==> config.mk <==
export PLATFORM = sky130hd
export DESIGN_NAME = clkdiv_ratio_ctrl
export DESIGN_NICKNAME = d
export VERILOG_FILES = /design/src/rtl/clkdiv_ratio_ctrl.sv
export SDC_FILE = /design/constraint.sdc
export NUM_CORES = 1
export LEC_CHECK = 0
export ABC_AREA = 1
export CAP_MARGIN = 20
export CORE_AREA = 5 5 52 54
export DETAILED_ROUTE_END_ITERATION = 10
export DIE_AREA = 0 0 57 59
export PLACE_DENSITY_LB_ADDON = 0.25
export RECOVER_POWER = 100
export SLEW_MARGIN = 20
export SYNTH_ARGS = -nofsm -noshare
export SYNTH_HDL_FRONTEND = slang
export SYNTH_SLANG_ARGS = --single-unit
==> constraint.sdc <==
create_clock -name clkin -period 1.24 [get_ports clkin]
set_input_delay 0.248 -clock clkin [delete_from_list [all_inputs] [get_ports clkin]]
set_output_delay 0.248 -clock clkin [all_outputs]
set_load 0.005 [all_outputs]
==> src/rtl/clkdiv_ratio_ctrl.sv <==
// Ratio-change controller for an even clock divider (divide by 2*(code+1)).
// Arbitrates two requesters and switches the code glitch-free at the end of a high phase.
module clkdiv_ratio_ctrl #(
  parameter logic [2:0] DIV_RESET = 3'b000
) (
  input  logic       clkin,
  input  logic       rstn,
  input  logic       req0,
  input  logic       req1,
  input  logic [2:0] div0,
  input  logic [2:0] div1,
  output logic       ack0,
  output logic       ack1,
  output logic [2:0] divbyvalue,
  input  logic       clkout_fb,
  output logic       busy,
  output logic       sync_err,
  input  logic       err_clr
);

  typedef enum logic [1:0] {
    IDLE      = 2'd0,
    WAIT_EDGE = 2'd1,
    ACK       = 2'd2
  } state_t;

  state_t     state_q, state_d;
  logic [2:0] div_q, div_d;
  logic [2:0] new_div_q, new_div_d;
  logic       gnt_q, gnt_d;
  logic       last_grant_q, last_grant_d;
  logic [2:0] mcnt_q, mcnt_d;
  logic       mclk_q, mclk_d;
  logic       ack0_q, ack0_d;
  logic       ack1_q, ack1_d;
  logic       busy_q, busy_d;
  logic       sync_err_q, sync_err_d;

  logic       pick_s;
  logic [2:0] pick_div_s;
  logic       phase_end_s;

  // Mirror of the divider: it sees the same code the divider sees, so it tracks clkout exactly.
  always_comb begin
    mcnt_d = mcnt_q + 3'd1;
    mclk_d = mclk_q;
    if (mcnt_q == div_q) begin
      mcnt_d = 3'd0;
      mclk_d = ~mclk_q;
    end else begin
      mclk_d = mclk_q;
    end
  end

  // Last cycle of a high phase: switching here restarts the divider cleanly on a low phase.
  assign phase_end_s = (mcnt_q == div_q) && mclk_q;
  assign pick_s      = (req0 && req1) ? ~last_grant_q : req1;
  assign pick_div_s  = pick_s ? div1 : div0;

  // Controller next-state, arbitration and output decode.
  always_comb begin
    state_d      = state_q;
    div_d        = div_q;
    new_div_d    = new_div_q;
    gnt_d        = gnt_q;
    last_grant_d = last_grant_q;
    case (state_q)
      IDLE: begin
        if (req0 || req1) begin
          new_div_d = pick_div_s;
          gnt_d     = pick_s;
          if (pick_div_s == div_q) begin
            state_d      = ACK;
            last_grant_d = pick_s;
          end else begin
            state_d = WAIT_EDGE;
          end
        end else begin
          state_d = IDLE;
        end
      end
      WAIT_EDGE: begin
        if (phase_end_s) begin
          div_d        = new_div_q;
          state_d      = ACK;
          last_grant_d = gnt_q;
        end else begin
          state_d = WAIT_EDGE;
        end
      end
      ACK:     state_d = IDLE;
      default: state_d = IDLE;
    endcase
    // Ack lands the cycle after the code update, for exactly one cycle.
    ack0_d = (state_q == ACK) && !gnt_q;
    ack1_d = (state_q == ACK) && gnt_q;
    busy_d = (state_d != IDLE);
    if (clkout_fb != mclk_q) begin
      sync_err_d = 1'b1;
    end else if (err_clr) begin
      sync_err_d = 1'b0;
    end else begin
      sync_err_d = sync_err_q;
    end
  end

  // State and output registers.
  always_ff @(posedge clkin or negedge rstn) begin
    if (!rstn) begin
      state_q      <= IDLE;
      div_q        <= DIV_RESET;
      new_div_q    <= 3'd0;
      gnt_q        <= 1'b0;
      last_grant_q <= 1'b1;
      mcnt_q       <= 3'd0;
      mclk_q       <= 1'b0;
      ack0_q       <= 1'b0;
      ack1_q       <= 1'b0;
      busy_q       <= 1'b0;
      sync_err_q   <= 1'b0;
    end else begin
      state_q      <= state_d;
      div_q        <= div_d;
      new_div_q    <= new_div_d;
      gnt_q        <= gnt_d;
      last_grant_q <= last_grant_d;
      mcnt_q       <= mcnt_d;
      mclk_q       <= mclk_d;
      ack0_q       <= ack0_d;
      ack1_q       <= ack1_d;
      busy_q       <= busy_d;
      sync_err_q   <= sync_err_d;
    end
  end

  assign ack0       = ack0_q;
  assign ack1       = ack1_q;
  assign divbyvalue = div_q;
  assign busy       = busy_q;
  assign sync_err   = sync_err_q;

endmodule

### After elaboration in Yosys (flattened, before gate mapping)

Cells that the tools add are included.

* input port bits: 12
* logic and storage cells: 48
* register bits after elaboration: 18
* output and inout bits: 7

* bitwise gates (word level): 2
* equal/unequal tests: 8
* reduce and logical (&&, ||, !) cells: 13
* mux-type cells: 13
* $add $sub $neg: 1

Operator list (count)
* $eq 3x3->1: 2
* $mux 1: 6
* $mux 2: 3
* $mux 3: 2
* $ne 2x2->1 const B: 3
* $reduce_bool 2->1: 3
* $logic_and 1x1->1: 4
* $pmux 2 s2: 1
* $reduce_and 2->1: 2
* $reduce_and 4->1: 1
* $add 3x1->3 const B: 1
* $eq 2x1->1 const B: 1
* $eq 2x2->1 const B: 1
* $logic_not 2->1: 1
* $not 1->1: 2
* $pmux 1 s2: 1
* $logic_not 1->1: 1
* $logic_or 1x1->1: 1
* $ne 1x1->1: 1

### Longest topological paths before layout

Gate-level depths: netlist of the first run.

* depth in word-level cells: 8
* depth in mapped cells: 10
* mapped depth without buffers: 10

### Least setup slack after synthesis of the first run

Ideal clock, no wire load.

* path kind: flip-flop to flip-flop
* start: register last_grant_q
* end: register busy_q (netlist: busy)
* path slack: -0.061 ns
* setup time: 0.135 ns
* path buffers: 0
* cell stages (with the launch flop): 10
* arrival: 1.166 ns
* required time: 1.105 ns
* period minus slack after synthesis: 1.301 ns
* cell sequence: dfstp_2 > nand2_2 > nand2_4 > nand2_1 > nand2_1 > nand2_1 > nand2_2 > nand3_1 > nand2_1 > nand4_1

* word-level cells in the longest chain between the ends: 8

Ends and longest elaborated chain
* start: declaration: RTL line 31 `logic last_grant_q, last_grant_d;`
* start signal: assignment: RTL line 126 `last_grant_q <= last_grant_d;`
* $not 1->1: RTL line 57 `assign pick_s = (req0 && req1) ? ~last_grant_q : req1;`
* $mux 1: RTL line 57
* $mux 3: RTL line 58 `assign pick_div_s = pick_s ? div1 : div0;`
* $eq 3x3->1: RTL line 72 `if (pick_div_s == div_q) begin`
* $mux 2: RTL line 72
* $mux 2: RTL line 69 `if (req0 || req1) begin`
* $pmux 2 s2: RTL line 67 `case (state_q)`
* $reduce_bool 2->1: RTL line 97 `busy_d = (state_d != IDLE);`
* via busy_d: RTL line 36 `logic busy_q, busy_d;`
* end signal: assignment: RTL line 131 `busy_q <= busy_d;`
* end: declaration: RTL line 36

The timed path passes the listed nets, and every way through them passes these cells.
A chain may end at the register's enable or synchronous reset.

### Final worst setup path of the first run

* start: register last_grant_q
* end: register last_grant_q

* word-level cells in the longest chain between the ends: 6
* elaborated cells on any way between the ends: 9
* those cells by class: eq/ne (2); mux (5); bitwise (1); reduce/logical (1)

Ends and longest elaborated chain (RTL line)
* $not 1->1 (*): 57
* $mux 1 (*): 57
* $mux 3: 58
* $eq 3x3->1: 72
* $ne 2x2->1 (no line)
* $reduce_and 4->1 (no line)

Mark *: on every way between the ends. The rest lies on a longest branch, timed or not. The select of a mux whose other input is x is not followed.

==> run_results.csv, run 1 <==
group,metric,value,unit
job,maxCapViolCount,0,
cts,cts_max_level,1,
global_routing,grt_max_degree,19,
logic_synthesis,synth-edff-count,0,
pwr,peakVddDrop,1.56,mV
logic_synthesis,synth.ff_latch_count,18,
logic_synthesis,syn_nets,116,
critical_path,worst_ep_arrival_time,1.64,ns
global_routing,grt_pass1_wl,3.22,mm
drt,wl_per_cell,12.8,um
final_layout,fin_util,0.667,
global_routing,grt_antenna_before_repair,0,
logic_synthesis,yosysWarnings,0,
pwr,p_leak,0.726,nW
global_routing,grt_pass1_vias,754,
place,place_area,0.00123,mm^2
cts,clock_sinks,18,
logic_synthesis,syn_area_per_cell,8.84,um^2
pwr,internal-power,0.00212,W
floorplanning,coreArea,0.00217,mm^2
logic_synthesis,synth_cells,103,
final_layout,antenna_cells,0,
logic_synthesis,synth.distinct_cells,22,
sta,fin_ws,-0.147,ns
cts,clockBufferDepth,2,
sta,fin_crit_sh,1.12,
pwr,p_clk_frac,0.103,
cts,numCtsBuffers,3,
place,dpl.hpwl,1.41,mm
drt,wirelength,2.17,mm
drt,first_pass_iters,2,
drt,drc,0,
critical_path,cp-start-kind,"register",
cts,cts_root_buf,"clkbuf_4",
drt,drt_iter0_drc,1,
logic_synthesis,netlist_area,911,um^2
final_layout,stdcell_area,0.00145,mm^2
critical_path,end_kind,"register",
critical_path,crit_required,1.49,ns
logic_synthesis,synthArstFlopShare,1.00,
pwr,power_density,2470,mW/mm^2
run_status,outcome,"complete, but fails checks",
critical_path,cp-endpoint,"last_grant_q",
cts,clock_latency,0.30,ns
pwr,p_sw_frac,0.408,
global_routing,grtUsageTotal,0.125,
logic_synthesis,synth_top_area_frac,0.467,
final_layout,multiInputGateArea,546,um^2
critical_path,critPathLaunch,"last_grant_q",
final_layout,fin_cells,170,
sta,slew_headroom,0.692,
logic_synthesis,seq_area_frac_synth,0.496,
place,placed_cells,161,
logic_synthesis,netlist.top_cell.by_area,"dfrtp_1",
sta,tightestPinTransition,0.460,ns
floorplanning,ioPinCount,19,
sta,setup-tns-final,-0.838,ns
sta,hold_viol_final,0,
final_layout,layout-drive-gt1-share,0.359,
sta,setup_viol_count_final,8,
final_layout,fillers,178,
floorplanning,fp-row-count,17,
floorplanning,die_w,57,um
logic_synthesis,synth_flop_cell,"dfrtp_1",
final_layout,area_delta_synth_final,58.9,%
logic_synthesis,synth_common_cells,"17 x dfrtp_1, 17 x inv_1, 17 x nand2_1",
logic_synthesis,yosys-top-cells-area,"dfrtp_1 47%, inv_1 7.0%, nand2_1 7.0%, nand3_1 6.0%, nand2_2 5.5%",
critical_path,r2r_setup_slack,-0.15,ns
sta,fmax,0.721,GHz
sta,maxSlewViolCount,0,
drt,vias_per_cell,4.81,
floorplanning,initial_utilization,0.420,
drt,vias,817,
critical_path,r2r-start,"last_grant_q",
floorplanning,dieArea,0.00336,mm^2
pwr,combPwrFrac,0.592,
critical_path,regToRegEndpoint,"last_grant_q",
cts,clk_pin_slew,0.11,ns
final_layout,finalNetCount,156,
sta,fin_skew,0.00922,ns
floorplanning,die_height,59,um
critical_path,ff2ff_path_depth,10,
place,portBuffers,18,
critical_path,cp_max_fo,6,
pwr,netSwitchingPower,0.00146,W
global_routing,grt_overflow,0,
drt,postRouteAntennaNets,0,
hold_path,min_path_type,"in2async",
cts,cts_tree,"yes",
sta,post-route-min-period,1.39,ns
place,routabilityCongestion,0.798,
critical_path,path_class,"reg2reg",
final_layout,regArea,452,um^2
pwr,pwr-share-seq,0.305,
sta,rsz0062_at_grt,"true",
run_status,failed_checks,"setup timing",
-- how the worst min path moves through the flow --
stage / startpoint / endpoint / slack [ns] / depth (start not counted)
floorplan: rstn / ack0 / -0.05 / 0
global route: rstn / busy / 0.45 / 2
detailed placement: state_q[0] / ack0 / 0.44 / 1
finish: rstn / busy / 0.40 / 2
CTS: rstn / new_div_q[1] / 0.26 / 2
global placement: state_q[0] / ack0 / 0.44 / 1
-- through the flow --
step	power, W	hold WS (ns)	setup WS [ns]
CTS	0.00311	0.259	-0.140
floorplan	0.00193	-0.0476	-0.0371
global placement	0.00253	0.442	-0.399
finish	0.00357	0.400	-0.147
global route	0.00384	0.445	-0.219
detailed placement	0.00255	0.444	-0.414
-- sequential cells by signal (all words and copies together), names as in the netlist --
signal and cells:
divbyvalue 3, mcnt_q 3, new_div_q 3, state_q 2, ack0 1, ack1 1
busy 1, gnt_q 1, last_grant_q 1, mclk_q 1, sync_err 1
-- repair_timing --
item | 4_1_cts | 5_1_grt
gates resized for setup | 18 | 23
hold buffers | 0 | 0
cloned | 0 | 1
pin swaps | 5 | 8
endpoints found under the setup margin | 15 | 16
buffers inserted | 3 | 2
-- per-layer routing --
metal	track usage	wire length (um)	part of all wire	vias up
li1	-	-	-	410
met1	0.158	972	0.45	390
met2	0.206	1100	0.51	13
met3	0.0240	59	0.027	4
met4	0.0596	38	0.018	0
met5	0	0	0	-
-- power by group through the flow --
| stage | Sequential [W] | Clock (W) | Combinational [W] |
|---|---|---|---|
| 2_1_floorplan | 0.00106 | 0 | 0.000873 |
| 3_3_place_gp | 0.00108 | 0 | 0.00145 |
| 3_5_place_dp | 0.00108 | 0 | 0.00147 |
| 4_1_cts | 0.00105 | 0.000381 | 0.00169 |
| 5_1_grt | 0.00113 | 0.000407 | 0.00230 |
| 6_report | 0.00109 | 0.000368 | 0.00211 |
-- cells in the final DEF, fill, tap and decap left out, types with 4 or more instances in the layout --
cell type        synthesis  final
dfrtp_1                 17     17
nand3_2                  2      4
o21ai_1                  5      5
clkdlybuf4s15_1          0      4
o21ai_0                  5      4
buf_4                    0     11
nand2_2                  8     10
buf_6                    0      4
inv_1                   17     17
nand2_1                 17     11
nand2_4                  1      5
clkdlybuf4s50_1          0      9
nand3_1                 11      8
-- final cells by class --
cell class / instances / share of cell area
Clock buffer: 4 / 0.0251
Sequential cell: 18 / 0.312
Multi-Input combinational cell: 68 / 0.377
Tap cell: 28 / 0.0242
Timing Repair Buffer: 34 / 0.215
Inverter: 18 / 0.0467
-- cell families after synthesis --
kind of cell / count (synthesis) / share of synthesized area
flops: 18 / 0.496
fa+ha+maj: 1 / 0.0137
compound gates: 11 / 0.0604
simple gates: 49 / 0.298
xor+xnor: 6 / 0.0577
buf+inv: 18 / 0.0742
-- critical path, stage by stage (launching register included) --
cell and delay [ns]:
dfstp_2 0.57, nand2_4 0.09, nand2_8 0.11, nand2_4 0.06, nand2_2 0.07, nand2_2 0.07, nand2_4 0.07, nand4_4 0.09
nand2_2 0.09, nand2_1 0.05, nand2_1 0.06
Note: power is estimated with default switching activity, not from simulation.
==> run 2, diff against run 1 <==
--- a/config.mk
+++ b/config.mk
@@ -7,9 +7,10 @@
 export LEC_CHECK = 0
 export ABC_AREA = 1
 export CAP_MARGIN = 20
-export CORE_AREA = 5 5 52 54
+export CORE_AREA = 5 5 50 52
 export DETAILED_ROUTE_END_ITERATION = 10
-export DIE_AREA = 0 0 57 59
+export DIE_AREA = 0 0 55 57
+export MAX_ROUTING_LAYER = met4
 export PLACE_DENSITY_LB_ADDON = 0.25
 export RECOVER_POWER = 100
 export SLEW_MARGIN = 20
==> constraint.sdc (replaced) <==
create_clock -name clkin -period 1.3 [get_ports clkin]
set_input_delay 0.26 -clock clkin [delete_from_list [all_inputs] [get_ports clkin]]
set_output_delay 0.26 -clock clkin [all_outputs]
set_load 0.005 [all_outputs]
==> run 2 against run 1 <==
  * The run still ends with setup timing left
  * Die area is 6.8% lower
  * Via count decreased by 1.8%
  * Clock skew shrank 0.0052 ns
  * Power fell by 13%
  * Worst hold slack better by 0.018 ns
  * Fmax fell by 2.1%
  * Combinational power fell by 18%
  * Clock power is 3% lower
  * Core utilization rose by 0.23 points
  * Highest routed layer unchanged
==> run_results.csv, run 2 (synthesis results as in run 1) <==
group,metric,value,unit
critical_path,crit_family,"simple AND/OR/NAND/NOR gates",
pwr,internal-power,0.00183,W
drt,first_pass_iters,4,
sta,fin_crit_sh,1.09,
sta,fmax,0.706,GHz
drt,vias,802,
pwr,p_leak,0.718,nW
global_routing,grt_antenna_before_repair,0,
critical_path,end_kind,"register",
drt,wl_per_cell,13.0,um
place,routabilityCongestion,0.824,
run_status,outcome,"complete, but fails checks",
sta,setup_viol_count_final,7,
global_routing,grtUsageTotal,0.154,
global_routing,grt_max_degree,19,
final_layout,antenna_cells,0,
final_layout,area_delta_synth_final,51.6,%
sta,fin_skew,0.00407,ns
job,maxCapViolCount,0,
cts,clk_pin_slew,0.11,ns
critical_path,cp_max_fo,6,
cts,clockBufferDepth,2,
floorplanning,die_height,57,um
final_layout,stdcell_area,0.00138,mm^2
global_routing,grt_pass1_wl,3.50,mm
place,pre_cts_slack,-0.385,ns
floorplanning,fp-row-count,17,
final_layout,final_cell_mix,"17 x inv_1, 17 x dfrtp_1, 13 x nand2_1, 10 x buf_4",
floorplanning,ioPinCount,19,
pwr,netSwitchingPower,0.00127,W
cts,clock_latency,0.30,ns
critical_path,cp-start-kind,"register",
critical_path,crit_buf_inv,0,
cts,numCtsBuffers,3,
sta,fin_ws,-0.117,ns
sta,rsz0062_at_grt,"true",
place,dpl.hpwl,1.51,mm
hold_path,min_path_type,"in2async",
drt,drc,0,
cts,cts_max_level,1,
critical_path,path_class,"reg2reg",
pwr,combPwrFrac,0.555,
critical_path,ff2ff_path_depth,8,
critical_path,r2r_setup_slack,-0.12,ns
global_routing,grt_overflow,0,
pwr,peakVddDrop,1.80,mV
pwr,pwr-share-seq,0.330,
drt,postRouteAntennaNets,0,
critical_path,cpMaxStageDelayCell,"dfstp_2",
floorplanning,dieArea,0.00314,mm^2
sta,maxSlewViolCount,0,
floorplanning,coreArea,0.00206,mm^2
pwr,p_sw_frac,0.409,
critical_path,regToRegEndpoint,"last_grant_q",
drt,drt_iter0_drc,12,
drt,wirelength,2.17,mm
sta,hold_viol_final,0,
pwr,power_density,2250,mW/mm^2
critical_path,crit_required,1.55,ns
floorplanning,die_w,55,um
drt,vias_per_cell,4.80,
cts,cts_tree,"yes",
critical_path,r2r-start,"last_grant_q",
place,portBuffers,18,
final_layout,layout-drive-gt1-share,0.324,
sta,tightestPinTransition,0.442,ns
sta,post-route-min-period,1.42,ns
place,place_area,0.00121,mm^2
run_status,failed_checks,"setup timing",
sta,slew_headroom,0.705,
floorplanning,initial_utilization,0.441,
critical_path,worst-path-stages,8,
critical_path,crit_chain,"nand2_4 -> nand3b_1 -> nand3_2 -> nand2_4 -> nand4_4 -> nand2_2 -> nand2_2 -> nand2_1",
pwr,p_clk_frac,0.115,
critical_path,cp-endpoint,"last_grant_q",
critical_path,critPathLaunch,"last_grant_q",
cts,clock_sinks,18,
critical_path,worst_ep_arrival_time,1.67,ns
cts,cts_root_buf,"clkbuf_4",
critical_path,slowest_delay,0.57,ns
final_layout,fillers,171,
global_routing,grt_pass1_vias,840,
final_layout,finalNetCount,153,
cts,ctsHoldBuffers,0,
[run 2: cell count changes in the layout (fill, tap and decap cells not counted), sizes merged]
cell,delta
dlygate4sd2,+4
nand2,-1
clkdlybuf4s15,-4
buf,-2
[run 2: cell type report]
class,instances,area [um^2],share of cell area
Timing Repair Buffer,32,288,0.208
Multi-Input combinational cell,67,503,0.364
Inverter,18,67.6,0.0489
Tap cell,28,35.0,0.0254
Sequential cell,18,452,0.327
Clock buffer,4,36.3,0.0263
[run 2: per-layer routing]
layer | up-vias | wire (um) | GRT usage
met5 | - | 0 | -
met1 | 383 | 886 | 0.183
met3 | 7 | 62 | 0.0235
met4 | 0 | 56 | 0.0694
met2 | 14 | 1170 | 0.252
li1 | 398 | - | -
[run 2: repair_timing]
| item | 4_1_cts | 5_1_grt |
|---|---|---|
| setup endpoints to repair | 13 | 10 |
| resized for setup | 18 | 13 |
| buffers inserted | 3 | 1 |
| pin swaps | 6 | 6 |
[run 2: metrics by stage]
stage	hold WS [ns]	utilization	total power [W]	std cells	setup TNS (ns)
detailed placement	0.446	0.585	0.00239	159	-2.24
CTS	0.285	0.634	0.00292	166	-0.230
global route	0.451	0.669	0.00335	167	-0.906
finish	0.418	0.669	0.00310	167	-0.328
floorplan	-0.0356	-	0.00183	103	0
global placement	0.442	0.585	0.00232	159	-1.86
[run 2: worst min-delay path by stage]
stage	slack, ns	startpoint	endpoint	depth (start not counted)
after floorplan	-0.04	rstn	ack0	0
after global placement	0.44	state_q[0]	ack0	1
after detailed placement	0.45	state_q[0]	ack0	1
after CTS	0.28	rstn	busy	2
after global routing	0.45	rstn	busy	2
final	0.42	rstn	busy	2
[run 2: worst register-to-register path: stages, from the launching register on]
cell      delay [ns]
dfstp_2         0.57
nand2_4         0.09
nand3b_1        0.19
nand3_2         0.11
nand2_4         0.10
nand4_4         0.08
nand2_2         0.10
nand2_2         0.05
nand2_1         0.07
[run 2: power groups by stage]
stage                     sequential, W  combinational (W)  clock, W
after floorplan                 0.00101           0.000822         0
after global placement          0.00104            0.00129         0
after detailed placement        0.00105            0.00134         0
after CTS                       0.00101            0.00155  0.000363
after global routing            0.00105            0.00191  0.000380
final                           0.00102            0.00172  0.000356
==> run 3, diff against run 2 <==
--- a/config.mk
+++ b/config.mk
@@ -11,7 +11,7 @@
 export DETAILED_ROUTE_END_ITERATION = 10
 export DIE_AREA = 0 0 55 57
 export MAX_ROUTING_LAYER = met4
-export PLACE_DENSITY_LB_ADDON = 0.25
+export PLACE_DENSITY_LB_ADDON = 0.05
 export RECOVER_POWER = 100
 export SLEW_MARGIN = 20
 export SYNTH_ARGS = -nofsm -noshare
==> run 3 against run 2 <==
  * Power increased by 3.0%
  * Sequential share of layout area fell by 0.97 points
  * Register-to-register slack about the same
  * The run still ends with setup timing left
  * First-iteration DRC count rose by 33%
==> run_results.csv, run 3 (synthesis results as in run 1) <==
group,metric,value,unit
global_routing,grt_overflow,0,
cts,ctsHoldBuffers,0,
final_layout,area_delta_synth_final,56.7,%
cts,clock_sinks,18,
drt,drc,0,
critical_path,path_class,"reg2reg",
place,pre_cts_slack,-0.365,ns
floorplanning,die_height,57,um
sta,post-route-min-period,1.40,ns
pwr,netSwitchingPower,0.00131,W
drt,wl_per_cell,13.1,um
critical_path,cp_max_fo,5,
global_routing,grt_antenna_before_repair,0,
cts,cts_max_level,1,
floorplanning,ioPinCount,19,
sta,setup_viol_count_final,7,
final_layout,final_common_cell,"buf_4",
sta,fin_crit_sh,1.08,
drt,wirelength,2.30,mm
pwr,p_leak,0.747,nW
sta,hold_viol_final,0,
drt,first_pass_iters,4,
final_layout,layout-drive-gt1-share,0.374,
pwr,power_density,2240,mW/mm^2
floorplanning,initial_utilization,0.441,
global_routing,grt_pass1_wl,3.44,mm
cts,numCtsBuffers,3,
place,dpl.hpwl,1.44,mm
pwr,p_clk_frac,0.113,
place,routabilityCongestion,0.784,
sta,maxSlewViolCount,0,
place,place_area,0.00121,mm^2
drt,vias_per_cell,4.80,
drt,postRouteAntennaNets,0,
hold_path,min_path_type,"in2async",
pwr,peakVddDrop,1.52,mV
global_routing,grt_pass1_vias,796,
cts,cts_root_buf,"clkbuf_4",
critical_path,cp-start-kind,"register",
final_layout,fin_util,0.692,
run_status,outcome,"complete, but fails checks",
sta,fin_skew,0.000730,ns
sta,fin_ws,-0.102,ns
cts,clock_latency,0.30,ns
pwr,internal-power,0.00189,W
floorplanning,coreArea,0.00206,mm^2
critical_path,end_kind,"register",
floorplanning,fp-row-count,17,
critical_path,crit_required,1.50,ns
global_routing,grtUsageTotal,0.154,
final_layout,stdcell_area,0.00143,mm^2
pwr,p_sw_frac,0.409,
final_layout,finalNetCount,161,
final_layout,antenna_cells,0,
pwr,combPwrFrac,0.567,
sta,fmax,0.713,GHz
critical_path,slowest_delay,0.41,ns
sta,rsz0062_at_grt,"true",
cts,clockBufferDepth,2,
drt,vias,840,
global_routing,grt_max_degree,19,
floorplanning,die_w,55,um
place,portBuffers,18,
final_layout,fillers,184,
critical_path,cpMaxStageDelayCell,"dfrtp_1",
pwr,pwr-share-seq,0.320,
sta,slew_headroom,0.641,
job,maxCapViolCount,0,
critical_path,crit_chain,"buf_6 -> xnor2_4 -> nand3_2 -> nor2_4 -> nand2_4 -> nor2_1 -> a21oi_1",
sta,tightestPinTransition,0.536,ns
floorplanning,dieArea,0.00314,mm^2
run_status,failed_checks,"setup timing",
cts,clk_pin_slew,0.11,ns
critical_path,worst_ep_arrival_time,1.60,ns
final_layout,final_cell_mix,"18 x buf_4, 17 x inv_1, 16 x dfrtp_1, 12 x nand2_1",
drt,drt_iter0_drc,16,
cts,cts_tree,"yes",
## run 3: critical path, delay by kind of cell, from the launching register on
| kind | cells | cell delay, ns |
|---|---|---|
| AOI/OAI and AO/OA | 1 | 0.06 |
| and+or+nand+nor | 4 | 0.52 |
| DFF | 1 | 0.41 |
| xor gates and xnor gates | 1 | 0.16 |
| buffers and inverters | 1 | 0.14 |
## run 3: timing repair
action,4_1_cts,5_1_grt
pin swaps,4,7
gates resized for setup,18,15
buffers inserted,4,6
endpoints found under the hold margin,0,0
cloned,0,1
setup endpoints to repair,14,8
## run 3: metal layers
| metal | up-vias | track usage | routed length [um] |
|---|---|---|---|
| met2 | 24 | 0.257 | 1160 |
| met4 | 0 | 0.0521 | 36 |
| met1 | 390 | 0.180 | 1010 |
| li1 | 421 | - | - |
| met5 | - | - | 0 |
| met3 | 5 | 0.0313 | 85 |
## run 3: through the flow
step	hold WS [ns]	total power (W)	std cells	TNS [ns]
2_1_floorplan	-0.0356	0.00183	103	0
3_3_place_gp	0.463	0.00234	160	-1.92
3_5_place_dp	0.481	0.00238	160	-2.12
4_1_cts	0.283	0.00290	168	-0.258
5_1_grt	0.474	0.00343	175	-0.944
6_report	0.414	0.00320	175	-0.482
## run 3: worst paths after layout
kind | start | to | slack [ns] | cells past startpoint
max | divbyvalue[2] | divbyvalue[1] | -0.10 | 7
min | rstn | sync_err | 0.41 | 2
max reg2reg | divbyvalue[2] | divbyvalue[1] | -0.10 | 7
min reg2reg | gnt_q | ack0 | 0.49 | 1
max in group asynchronous | rstn | last_grant_q | 0.55 | 2
min in group clkin | gnt_q | ack0 | 0.49 | 1
## run 3: power by group through the flow
stage	logic [W]	clock network (W)	registers [W]
floorplan	0.000822	0	0.00101
global placement	0.00130	0	0.00104
detailed placement	0.00133	0	0.00104
CTS	0.00153	0.000363	0.00101
global route	0.00199	0.000389	0.00105
finish	0.00181	0.000360	0.00102
## run 3: final cells by class
type | count | area (um^2) | share of cell area
Inverter | 18 | 67.6 | 0.0473
Timing Repair Buffer | 39 | 334 | 0.234
Multi-Input combinational cell | 68 | 502 | 0.351
Clock buffer | 4 | 36.3 | 0.0254
Sequential cell | 18 | 453 | 0.317
Tap cell | 28 | 35.0 | 0.0245
